==> src/rtl/dtw_pkg.sv <==
`default_nettype none
// ============================================================================
// Module   : dtw_pkg
// Purpose  : Path codes, index widths and traceback states shared by the DTW
//            PE array and the traceback walker.
// Revision : 1.0 - initial release
// ============================================================================
package dtw_pkg;

  localparam int IDX_W  = 5;
  localparam int ADDR_W = 2 * IDX_W;

  // Predecessor codes written by the PE array, one per cell.
  localparam logic [1:0] PATH0    = 2'b11;  // from (i-1, j-1)
  localparam logic [1:0] PATH1    = 2'b10;  // from (i-1, j)
  localparam logic [1:0] PATH2    = 2'b01;  // from (i, j-1)
  localparam logic [1:0] PATH_RST = 2'b00;  // cell never written

  localparam logic [2:0] ST_IDLE = 3'd0;
  localparam logic [2:0] ST_EMIT = 3'd1;
  localparam logic [2:0] ST_READ = 3'd2;
  localparam logic [2:0] ST_WAIT = 3'd3;
  localparam logic [2:0] ST_DONE = 3'd4;
  localparam logic [2:0] ST_ERR  = 3'd5;

  typedef enum logic [2:0] {
    TB_IDLE = ST_IDLE,
    TB_EMIT = ST_EMIT,
    TB_READ = ST_READ,
    TB_WAIT = ST_WAIT,
    TB_DONE = ST_DONE,
    TB_ERR  = ST_ERR
  } tb_state_e;

  function automatic logic [ADDR_W-1:0] tb_addr(input logic [IDX_W-1:0] i,
                                                input logic [IDX_W-1:0] j);
    return {i, j};
  endfunction

endpackage
`default_nettype wire

==> src/rtl/dtw_tb_step.sv <==
`default_nettype none
// ============================================================================
// Module   : dtw_tb_step
// Purpose  : Combinational next-coordinate for one traceback move, with the
//            matrix-edge overrides taking priority over the stored path code.
// Revision : 1.0 - initial release
// ============================================================================
module dtw_tb_step
  import dtw_pkg::*;
(
  input  logic [IDX_W-1:0] i_i,
  input  logic [IDX_W-1:0] i_j,
  input  logic [1:0]       i_code,
  output logic [IDX_W-1:0] o_i,
  output logic [IDX_W-1:0] o_j
);

  logic w_i_zero;
  logic w_j_zero;

  assign w_i_zero = (i_i == '0);
  assign w_j_zero = (i_j == '0);

  always_comb begin
    o_i = i_i;
    o_j = i_j;
    if (w_i_zero && w_j_zero) begin
      o_i = i_i;
      o_j = i_j;
    end else if (w_i_zero) begin
      o_j = i_j - 1'b1;
    end else if (w_j_zero) begin
      o_i = i_i - 1'b1;
    end else begin
      // An unwritten cell falls back to the diagonal move.
      case (i_code)
        PATH1: o_i = i_i - 1'b1;
        PATH2: o_j = i_j - 1'b1;
        default: begin
          o_i = i_i - 1'b1;
          o_j = i_j - 1'b1;
        end
      endcase
    end
  end

endmodule
`default_nettype wire

==> src/rtl/dtw_traceback.sv <==
`default_nettype none
// ============================================================================
// Module   : dtw_traceback
// Purpose  : Walks the DTW path-code RAM from (len_t,len_r) back to (0,0),
//            streaming one beat per visited cell. DTW_TB_CHECK_EN enables
//            trapping of unwritten (00) codes into an error state.
// Revision : 1.0 - initial release
// ============================================================================
module dtw_traceback
  import dtw_pkg::*;
(
  input  logic              clk,
  input  logic              nrst,
  input  logic              start,
  input  logic [IDX_W-1:0]  len_t,
  input  logic [IDX_W-1:0]  len_r,
  output logic              mem_rd_en,
  output logic [ADDR_W-1:0] mem_raddr,
  input  logic [1:0]        mem_rdata,
  output logic              out_valid,
  input  logic              out_ready,
  output logic [IDX_W-1:0]  out_i,
  output logic [IDX_W-1:0]  out_j,
  output logic              out_last,
  output logic              busy,
  output logic              done,
  output logic              error
);

  tb_state_e         r_state;
  logic [IDX_W-1:0]  r_i;
  logic [IDX_W-1:0]  r_j;
  logic [ADDR_W-1:0] r_raddr;

  logic [IDX_W-1:0]  w_next_i;
  logic [IDX_W-1:0]  w_next_j;
  logic              w_at_origin;
  logic              w_on_edge;
  logic              w_emit;
  logic              w_bad_code;

  dtw_tb_step u_step (
    .i_i    (r_i),
    .i_j    (r_j),
    .i_code (mem_rdata),
    .o_i    (w_next_i),
    .o_j    (w_next_j)
  );

  assign w_at_origin = (r_i == '0) && (r_j == '0);
  assign w_on_edge   = (r_i == '0) || (r_j == '0);
  assign w_emit      = (r_state == TB_EMIT);

`ifdef DTW_TB_CHECK_EN
  assign w_bad_code = (mem_rdata == PATH_RST);
  assign error      = (r_state == TB_ERR);
`else
  assign w_bad_code = 1'b0;
  assign error      = 1'b0;
`endif

  always_ff @(posedge clk or negedge nrst) begin
    if (!nrst) begin
      r_state <= TB_IDLE;
      r_i     <= '0;
      r_j     <= '0;
      r_raddr <= '0;
    end else begin
      case (r_state)
        TB_IDLE, TB_ERR: begin
          if (start) begin
            r_i     <= len_t;
            r_j     <= len_r;
            r_state <= TB_EMIT;
          end
        end
        TB_EMIT: begin
          if (out_ready) begin
            if (w_at_origin) begin
              r_state <= TB_DONE;
            end else if (w_on_edge) begin
              // Edge cells have only one predecessor; no RAM lookup needed.
              r_i <= w_next_i;
              r_j <= w_next_j;
            end else begin
              r_raddr <= tb_addr(r_i, r_j);
              r_state <= TB_READ;
            end
          end
        end
        TB_READ: r_state <= TB_WAIT;
        TB_WAIT: begin
          if (w_bad_code) begin
            r_state <= TB_ERR;
          end else begin
            r_i     <= w_next_i;
            r_j     <= w_next_j;
            r_state <= TB_EMIT;
          end
        end
        TB_DONE: r_state <= TB_IDLE;
        default: r_state <= TB_IDLE;
      endcase
    end
  end

  assign out_valid = w_emit;
  assign out_i     = w_emit ? r_i : '0;
  assign out_j     = w_emit ? r_j : '0;
  assign out_last  = w_emit && w_at_origin;
  assign busy      = (r_state != TB_IDLE);
  assign done      = (r_state == TB_DONE);
  assign mem_rd_en = (r_state == TB_READ);
  assign mem_raddr = r_raddr;

endmodule
`default_nettype wire

==> config.mk <==
export PLATFORM = sky130hd
export DESIGN_NAME = dtw_traceback
export DESIGN_NICKNAME = d
export VERILOG_FILES = /design/src/rtl/dtw_pkg.sv /design/src/rtl/dtw_tb_step.sv /design/src/rtl/dtw_traceback.sv
export SDC_FILE = /design/constraint.sdc
export NUM_CORES = 1
export LEC_CHECK = 0
export CAP_MARGIN = 20
export CORE_MARGIN = 1
export CORE_UTILIZATION = 55
export DETAILED_ROUTE_END_ITERATION = 8
export DONT_BUFFER_PORTS = 1
export PLACE_DENSITY = 0.8
export REMOVE_ABC_BUFFERS = 1
export SYNTH_ARGS = -nofsm -noshare
export SYNTH_HDL_FRONTEND = slang
export SYNTH_SLANG_ARGS = --single-unit
==> constraint.sdc <==
create_clock -name clk -period 5.4 [get_ports clk]
set_clock_uncertainty 0.1 [all_clocks]
set_input_delay 1.08 -clock clk [delete_from_list [all_inputs] [get_ports clk]]
set_output_delay 1.08 -clock clk [all_outputs]
set_load 0.03 [all_outputs]
==> metrics <==
# clock sinks=23; DR iter-0 viols=36; # fillers=212; Met1 Routed Length=1220 um; FF/Latch Area=576 um^2; vias per cell=6.44; Hold WC Path Type=in2async; first-pass GRT wire length=4500 um; ANT nets after route=0; Resize count post-CTS=0; Clock transition at path regs=0.12 ns; Final Util=60.6%; CP Data Required Time=4.22 ns; Leak Pwr=0.532 nW; gpl congestion=0.822; IO Pins=42; hold_buf cts=0; sequential-to-total area share from yosys stat=42.6%; Setup TNS Final=0 ns; Wirelength per Cell=17.7 um; worst-path maximum fanout=15; Die Area=2660 um^2; Unique masters post-synth=38; IR drop worst, VDD=0.446 mV; Synth Instances=134; share of layout cells above drive strength 1=14.5%; critical path data arrival time=2.13 ns; # nets final=150; Clk Latency, worst-skew pair=0.30 ns; DRC viols=0; vias post-DR=1024; H-tree depth=1; pins over their slew limit=0; reg2reg setup slack=2.79 ns; mapped cell area=1350 um^2; die height=51.5 um; maxcap violations=0; Syn. warnings=0; gr usage total=23.0%; highest routed metal layer=met4; Fin. Hold Viols=0; period utilisation layout=61.3%; first-pass detailed-route iteration total=4; Worst setup SP type=register; TritonCTS clock tree=yes; GRT overflow=0; largest net degree at the start of global routing=24; FF-to-FF path depth=3; outcome=finished clean; Critical Path End Type=output port; placed instance area=1340 um^2; Final Setup Violations=0; WS Path Type=reg2out; IO Port Bufs=0; Clock Path Buffers=2; RSZ-0062 raised after global routing=false; slew margin rel.=34.1%; Seq cells post-synth=23; Std-Cell Rows=17; multi-input logic area=703 um^2; initial core utilization=59.9%; Design Area, Final=1370 um^2; setup bufs post-CTS=0; number of global-route vias before repair=921; met2 WL=1370 um; ANT cells=0; Post-synth EDFFs=0; top_reg_cell synth=dfrtp_1; Syn-to-layout area delta=1.20%; root buf cell=clkbuf_4; initial antenna violation count=0; HPWL after DPL=2060 um; TritonCTS buffer count=3; syn_area_per_cell=10.1 um^2; fmax=302 MHz; Worst Tran Pin Value=0.980 ns; metal3 WL=200 um; Die Wd=51.5 um; Core Region=2250 um^2; ys async rst share=100%; Final min period=3.31 ns; PD cells=698 nW/um^2; final WL=2810 um
## final cells by class
| type | instances | share of cell area, % |
|---|---|---|
| Tap cell | 28 | 2.56 |
| Sequential cell | 23 | 42.1 |
| Multi-Input combinational cell | 97 | 51.5 |
| Clock buffer | 4 | 1.92 |
| Inverter | 7 | 1.92 |
## worst paths after layout
path	start	end
worst max register to register	r_state[1]$_DFFE_PN0P_	mem_raddr[8]$_DFFE_PN0P_
max in group asynchronous	nrst	r_state[0]$_DFFE_PN0P_
worst min-delay path	nrst	mem_raddr[0]$_DFFE_PN0P_
worst max-delay path	r_state[1]$_DFFE_PN0P_	out_last
worst min register to register	r_i[1]$_DFFE_PN0P_	mem_raddr[6]$_DFFE_PN0P_
min in group clk	r_i[1]$_DFFE_PN0P_	mem_raddr[6]$_DFFE_PN0P_
## per-layer routing
layer / global-route usage, % / up-vias
li1: - / 481
met1: 30.5 / 501
met2: 35.9 / 40
met3: 4.97 / 2
met4: 10.4 / 0
met5: 0 / -
## kinds of logic after synthesis
family / Yosys count / share of synthesized area (%)
AOI/OAI and AO/OA: 31 / 15.4
xor gates and xnor gates: 2 / 1.30
adders and majority gates: 2 / 1.85
buffers and inverters: 14 / 5.28
DFF: 23 / 42.6
muxes: 12 / 9.82
other: 1 / 0.278
and+or+nand+nor: 49 / 23.4
## critical path: stages, from the launching register on
cell     delay (ns)
dfrtp_1        0.58
nor3b_2        0.76
and3_1         0.49
## registers in the layout, summed over array words and instances (netlist names)
signal,count
r_state,3
r_i,5
r_j,5
mem_raddr,10
## through the flow
stage | hold slack [ns] | total power, mW | cells | setup slack [ns]
2_1_floorplan | 0.395 | 0.795 | 127 | 2.60
3_3_place_gp | 0.416 | 0.862 | 155 | 2.49
6_report | 0.349 | 0.954 | 159 | 2.09
4_1_cts | 0.346 | 0.957 | 159 | 2.08
5_1_grt | 0.319 | 1.02 | 159 | 1.97
3_5_place_dp | 0.413 | 0.879 | 155 | 2.42
## placed cells by master (no fill, tap or decap), drive strengths merged
cell,instances
o211ai,7
nor4,1
nor2,7
nand2b,5
a22oi,1
mux2i,2
nor3,8
mux2,10
o211a,1
o21a,2
and3,3
nor3b,5
clkbuf,4
o21ai,3
o221ai,1
nand3,4
and2,5
nand3b,1
a21oi,12
nor2b,2
ha,2
or3,6
a31oi,1
o32ai,1
nor4b,2
inv,7
xnor2,2
a221o,1
dfrtp,23
conb,1
o311a,1
## synthesized netlist by cell type (2+ instances only)
library cell / n / share of area [%]
buf_4: 3 / 1.7
a21oi_1: 11 / 4.1
nor3_1: 8 / 3.0
and2_1: 5 / 2.3
inv_1: 7 / 1.9
nor2_1: 7 / 1.9
xnor2_1: 2 / 1.3
mux2i_1: 2 / 1.5
dfrtp_1: 23 / 43
nand2b_1: 4 / 1.9
mux2_2: 10 / 8.3
nor2b_1: 2 / 0.93
o21a_1: 2 / 1.1
nor3b_1: 4 / 2.2
o21ai_0: 2 / 0.74
nor4b_2: 2 / 2.2
or3_1: 5 / 2.3
o211ai_1: 7 / 3.9
and3_1: 3 / 1.4
ha_1: 2 / 1.9
clkbuf_1: 3 / 0.83
nand3_1: 4 / 1.5
## where the power goes
group	switching [mW]	total, mW	internal (mW)
Combinational	0.300	0.474	0.174
Clock	0.0495	0.0783	0.0288
Sequential	0.157	0.402	0.245
No activity file was read; power rests on OpenSTA's default activity.
